===== src/rtl/gpu_cmd_seq.sv =====
// gpu_cmd_seq: queues {opcode, parameter} command pairs from a requester and
// streams them to a GPU command input as a CW, PW, EX word triplet. When no
// command is pending it alternates idle phases A and B.
//
// Ports
//   clk       system clock, all state changes on the rising edge
//   clr       asynchronous active-high reset
//   in_valid  requester presents a command/param pair
//   in_cmd    opcode word (legal range 16'h00C0..16'h00C6)
//   in_param  parameter word
//   in_ready  FIFO has room (count < DEPTH), independent of a same-cycle pop
//   flush     synchronous discard of all queued entries
//   cpuline   registered word stream to the GPU
//   bad_cmd   registered one-cycle pulse for an accepted-but-illegal opcode
//   busy      entries queued or a CW/PW/EX triplet in flight
//   level     current FIFO count
//
// DEPTH must be a power of two and at least 2; pointers wrap naturally.
module gpu_cmd_seq #(
    parameter int unsigned DEPTH = 4
) (
    input  logic                   clk,
    input  logic                   clr,
    input  logic                   in_valid,
    input  logic [15:0]            in_cmd,
    input  logic [15:0]            in_param,
    output logic                   in_ready,
    input  logic                   flush,
    output logic [15:0]            cpuline,
    output logic                   bad_cmd,
    output logic                   busy,
    output logic [$clog2(DEPTH):0] level
);

    localparam int unsigned AW = $clog2(DEPTH);
    localparam int unsigned LW = AW + 1;
    localparam logic [AW:0] FULL_CNT = LW'(DEPTH);

    // The state names the GPU slot of the word currently on cpuline.
    typedef enum logic [2:0] {
        StIa,
        StIb,
        StCw,
        StPw,
        StEx
    } state_t;

    state_t        r_state;
    logic [15:0]   r_cpuline;
    logic [15:0]   r_param;
    logic          r_bad;

    logic [15:0]   r_mem_cmd [DEPTH];
    logic [15:0]   r_mem_par [DEPTH];
    logic [AW-1:0] r_wr_ptr;
    logic [AW-1:0] r_rd_ptr;
    logic [AW:0]   r_count;

    logic          w_legal;
    logic          w_accept;
    logic          w_push;
    logic          w_bad;
    logic          w_decide;
    logic          w_pop;

    assign in_ready = (r_count < FULL_CNT);
    assign w_legal  = (in_cmd >= 16'h00C0) && (in_cmd <= 16'h00C6);
    assign w_accept = in_valid && in_ready;
    // Flush wins over a same-cycle push; an illegal opcode is still reported.
    assign w_push   = w_accept && w_legal && !flush;
    assign w_bad    = w_accept && !w_legal;

    // Only the IB and EX slots decide what comes next. The decision looks at
    // the registered count, so a same-cycle push into an empty FIFO waits.
    assign w_decide = (r_state == StIb) || (r_state == StEx);
    assign w_pop    = w_decide && (r_count != '0) && !flush;

    assign cpuline  = r_cpuline;
    assign bad_cmd  = r_bad;
    assign level    = r_count;
    assign busy     = (r_count != '0) || (r_state == StCw) || (r_state == StPw) ||
                      (r_state == StEx);

    // Storage needs no reset: an entry is only read after it has been written.
    always_ff @(posedge clk) begin
        if (w_push) begin
            r_mem_cmd[r_wr_ptr] <= in_cmd;
            r_mem_par[r_wr_ptr] <= in_param;
        end
    end

    always_ff @(posedge clk or posedge clr) begin
        if (clr) begin
            r_wr_ptr <= '0;
            r_rd_ptr <= '0;
            r_count  <= '0;
        end else if (flush) begin
            r_wr_ptr <= '0;
            r_rd_ptr <= '0;
            r_count  <= '0;
        end else begin
            if (w_push) begin
                r_wr_ptr <= r_wr_ptr + 1'b1;
            end
            if (w_pop) begin
                r_rd_ptr <= r_rd_ptr + 1'b1;
            end
            unique case ({w_push, w_pop})
                2'b10:   r_count <= r_count + 1'b1;
                2'b01:   r_count <= r_count - 1'b1;
                default: r_count <= r_count;
            endcase
        end
    end

    // Sequencer with registered word output. An in-flight triplet always
    // completes; flush only affects the IB/EX decision through w_pop.
    always_ff @(posedge clk or posedge clr) begin
        if (clr) begin
            r_state   <= StIa;
            r_cpuline <= '0;
            r_param   <= '0;
            r_bad     <= 1'b0;
        end else begin
            r_bad <= w_bad;
            case (r_state)
                StIa: begin
                    r_state   <= StIb;
                    r_cpuline <= '0;
                end
                StIb, StEx: begin
                    if (w_pop) begin
                        r_state   <= StCw;
                        r_cpuline <= r_mem_cmd[r_rd_ptr];
                        r_param   <= r_mem_par[r_rd_ptr];
                    end else begin
                        r_state   <= StIa;
                        r_cpuline <= '0;
                    end
                end
                StCw: begin
                    r_state   <= StPw;
                    r_cpuline <= r_param;
                end
                StPw: begin
                    r_state   <= StEx;
                    r_cpuline <= '0;
                end
                default: begin
                    r_state   <= StIa;
                    r_cpuline <= '0;
                end
            endcase
        end
    end

endmodule

===== config.mk =====
export PLATFORM = sky130hd
export DESIGN_NAME = gpu_cmd_seq
export DESIGN_NICKNAME = d
export VERILOG_FILES = /design/src/rtl/gpu_cmd_seq.sv
export SDC_FILE = /design/constraint.sdc
export NUM_CORES = 1
export LEC_CHECK = 0
export CAP_MARGIN = 20
export CORE_MARGIN = 3
export CORE_UTILIZATION = 54
export CTS_BUF_LIST = sky130_fd_sc_hd__clkbuf_2
export DETAILED_ROUTE_END_ITERATION = 8
export PLACE_DENSITY_LB_ADDON = 0.2
export RECOVER_POWER = 100
export SYNTH_ARGS = -nofsm -noshare
export SYNTH_HDL_FRONTEND = slang
export SYNTH_SLANG_ARGS = --single-unit
export TNS_END_PERCENT = 30

===== constraint.sdc =====
create_clock -name clk -period 4 [get_ports clk]
set_input_delay 0.8 -clock clk [delete_from_list [all_inputs] [get_ports clk]]
set_output_delay 0.8 -clock clk [all_outputs]
set_load 0.05 [all_outputs]

==> flow_summary.json <==
{
  "yosysSeqAreaShare_pct": 75.4,
  "cp-start-kind": "primary input",
  "ys_ff_latch": 171,
  "netlist_area_mm2": 0.00652,
  "fp.dieH_um": 116,
  "grt_max_degree": 44,
  "synth_edf_count": 128,
  "grt_usage_pct": 19.5,
  "synth_xor_area_share_pct": 0.537,
  "pin_count": 58,
  "final_cells": 554,
  "critPathCaptureType": "flip-flop",
  "worstPathRequired_ns": 4.36,
  "die_area_mm2": 0.0134,
  "clock_latency_ns": 0.73,
  "synthDistinctLibCells": 41,
  "cts_tree": "built",
  "wl_per_cell_um": 21.3,
  "synthAdderAreaFrac_pct": 1.07,
  "dpl.hpwl_um": 7080,
  "ys_async_sr_fraction_pct": 25.1,
  "rsz0062_at_grt": "no",
  "grt_pass1_wl_um": 18800,
  "syn-num-nets": 364,
  "grt_overflow": 0,
  "hold_buffers": 0,
  "antenna_cells": 0,
  "drt_iter0_drc": 191,
  "layout-drive-gt1-share_pct": 22.1,
  "drv_cap": 2,
  "fin_crit_ns": 3.63,
  "p_leak_nw": 2.68,
  "cp.arrival_ns": 3.99,
  "cp_max_fo": 14,
  "synth-main-ff-cell": "edfxtp_1",
  "cts_root_buf": "clkbuf_2",
  "timing.fmax_ghz": 0.276,
  "port-buffer-count": 57,
  "num-nets-final": 439,
  "drt_first_pass_iters": 4,
  "detail_route.wirelength_um": 11800,
  "hold_viol": 0,
  "irDropWorstVdd_mv": 0.251,
  "syn_avg_cell_area_um2": 20.2,
  "ant_nets": 0,
  "drc": 0,
  "tns_ns": 0,
  "status": "complete, but fails checks",
  "clkSinkCount": 171,
  "die_w_um": 116,
  "grt_pass1_vias": 3449,
  "setup-violations-final": 0,
  "htreeDepth": 4,
  "area_growth_pct": 15.4,
  "fp.coreArea_mm2": 0.0116,
  "post_cts_resized": 0,
  "setup.worst_path.class": "primary input to flip-flop",
  "cts_buffer_depth": 2,
  "cts.clk_slew.worst_paths_ns": 0.22,
  "p_total_mw": 2.95,
  "worst_clock_skew_ns": 0.0345,
  "syn_inst": 323,
  "drv_slew": 77,
  "detail_route.vias_per_cell": 5.91,
  "failed_checks": "capacitance limit, slew limit",
  "cts_setup_buffers": 0,
  "grt_antenna_before_repair": 0,
  "worst_pin_slew_ns": 1.86,
  "vias": 3275,
  "rows": 39,
  "finalCritPeriodShare_pct": 90.7,
  "hp-class": "flip-flop to flip-flop",
  "relSlewSlack_pct": -23.7,
  "numCtsBuffers": 17,
  "dpl.cell_count": 522,
  "synth_top_family_by_area": "multiplexers",
  "synth_warnings": 0,
  "synth_compound_area_share_pct": 3.86,
  "gp_congestion": 0.757,
  "synth-simple-area-share_pct": 3.65,
  "initial_core_util_pct": 56.2,
  "muxShareOfSynthArea_pct": 13.8,
  "power_density_mw_per_mm2": 392
}
-- cells by family after synthesis --
| kind of cell | count (synthesis) |
|---|---|
| flip-flops | 171 |
| multiplexers | 48 |
| AND/OR/NAND/NOR | 39 |
| AO/OA/AOI/OAI | 31 |
| buffers and inverters | 25 |
| adder cells (fa/ha/maj) | 5 |
| XOR/XNOR | 4 |
-- power breakdown --
group,switching (mW),internal [mW],total [mW]
Sequential,0.000394,1.91,1.91
Clock,0.566,0.412,0.978
Combinational,0.0372,0.0273,0.0645
Total,0.603,2.35,2.95
-- cell usage in the layout (no fill, tap or decap), drive strengths merged, types with 3 or more instances in the layout --
cell type    count
nor3             3
dfrtp           43
nor3b            4
edfxtp         128
nor2             8
o211ai           3
nand3            6
mux4            32
mux2            16
o2111ai          3
ha               4
dlygate4sd3     55
xnor2            3
a22o            16
inv             10
bufinv           4
clkinv           6
or3              3
clkbuf          34
-- cells in the mapped netlist, types with 3 or more instances --
library cell / n / share of area (%)
dfrtp_1: 43 / 17
nor3b_1: 4 / 0.46
nor2_1: 7 / 0.40
nor3_1: 3 / 0.23
buf_2: 3 / 0.23
clkbuf_1: 10 / 0.58
inv_1: 8 / 0.46
edfxtp_1: 128 / 59
o211ai_1: 3 / 0.35
a22o_1: 16 / 2.1
o2111ai_1: 3 / 0.40
nand3_1: 6 / 0.46
mux4_2: 32 / 11
xnor2_1: 3 / 0.40
mux2_2: 16 / 2.8
ha_1: 4 / 0.77
-- worst max-delay path: stages --
cell and delay (ns):
dlygate4sd3_1 0.59, or4b_1 0.56, or4_1 0.56, or2_2 0.31, clkbuf_1 0.15, nor3b_1 0.28, clkbuf_1 0.73
-- registers in the layout, summed over array words and instances, names as in the netlist --
name and count:
bad_cmd 1, r_rd_ptr 2, level 3, r_param 16, r_mem_cmd 64, cpuline 16, r_state 3, r_wr_ptr 2
r_mem_par 64
-- layout make-up --
class | instances | area, µm²
sequential | 171 | 4920
fill | 843 | 4090
timing repair buffer | 73 | 639
clock inverter | 13 | 173
clock buffer | 19 | 95.1
inverter | 8 | 30.0
multi-input combinational | 127 | 1490
tap | 143 | 179
-- routing by layer --
| layer | vias up | track usage, % | share of wire, % |
|---|---|---|---|
| li1 | 1451 | - | - |
| met3 | 15 | 5.54 | 4.5 |
| met4 | 0 | 7.89 | 1.7 |
| met5 | - | 0 | 0 |
| met2 | 91 | 31.3 | 51 |
| met1 | 1718 | 25.6 | 43 |
-- per-stage QoR --
step	hold slack [ns]	instance area (µm²)	utilization [%]	setup WS, ns
6_report	0.514	7530	64.8	0.372
5_1_grt	0.526	7530	64.8	0.265
4_1_cts	0.517	7630	65.7	0.449
3_5_place_dp	0.489	7360	63.4	0.0858
3_3_place_gp	0.473	7360	63.4	0.138
2_1_floorplan	0.462	6520	-	-1.07
-- path summary, 6_finish.rpt --
| path | startpoint | to | slack (ns) | depth (start not counted) |
|---|---|---|---|---|
| setup / recovery | in_cmd[4] | r_mem_par[0][4]$_DFFE_PP_ | 0.37 | 7 |
| hold / removal | r_param[5]$_DFFE_PP0P_ | cpuline[5]$_DFF_PP0_ | 0.51 | 1 |
| setup reg to reg | level[0]$_DFFE_PP0P_ | r_param[5]$_DFFE_PP0P_ | 0.78 | 5 |
| hold reg to reg | r_param[5]$_DFFE_PP0P_ | cpuline[5]$_DFF_PP0_ | 0.51 | 1 |
| max in group asynchronous | clr | r_rd_ptr[1]$_DFFE_PP0P_ | 1.88 | 2 |
| min in group asynchronous | clr | cpuline[15]$_DFF_PP0_ | 1.01 | 2 |
(Power assumes the default switching activity.)
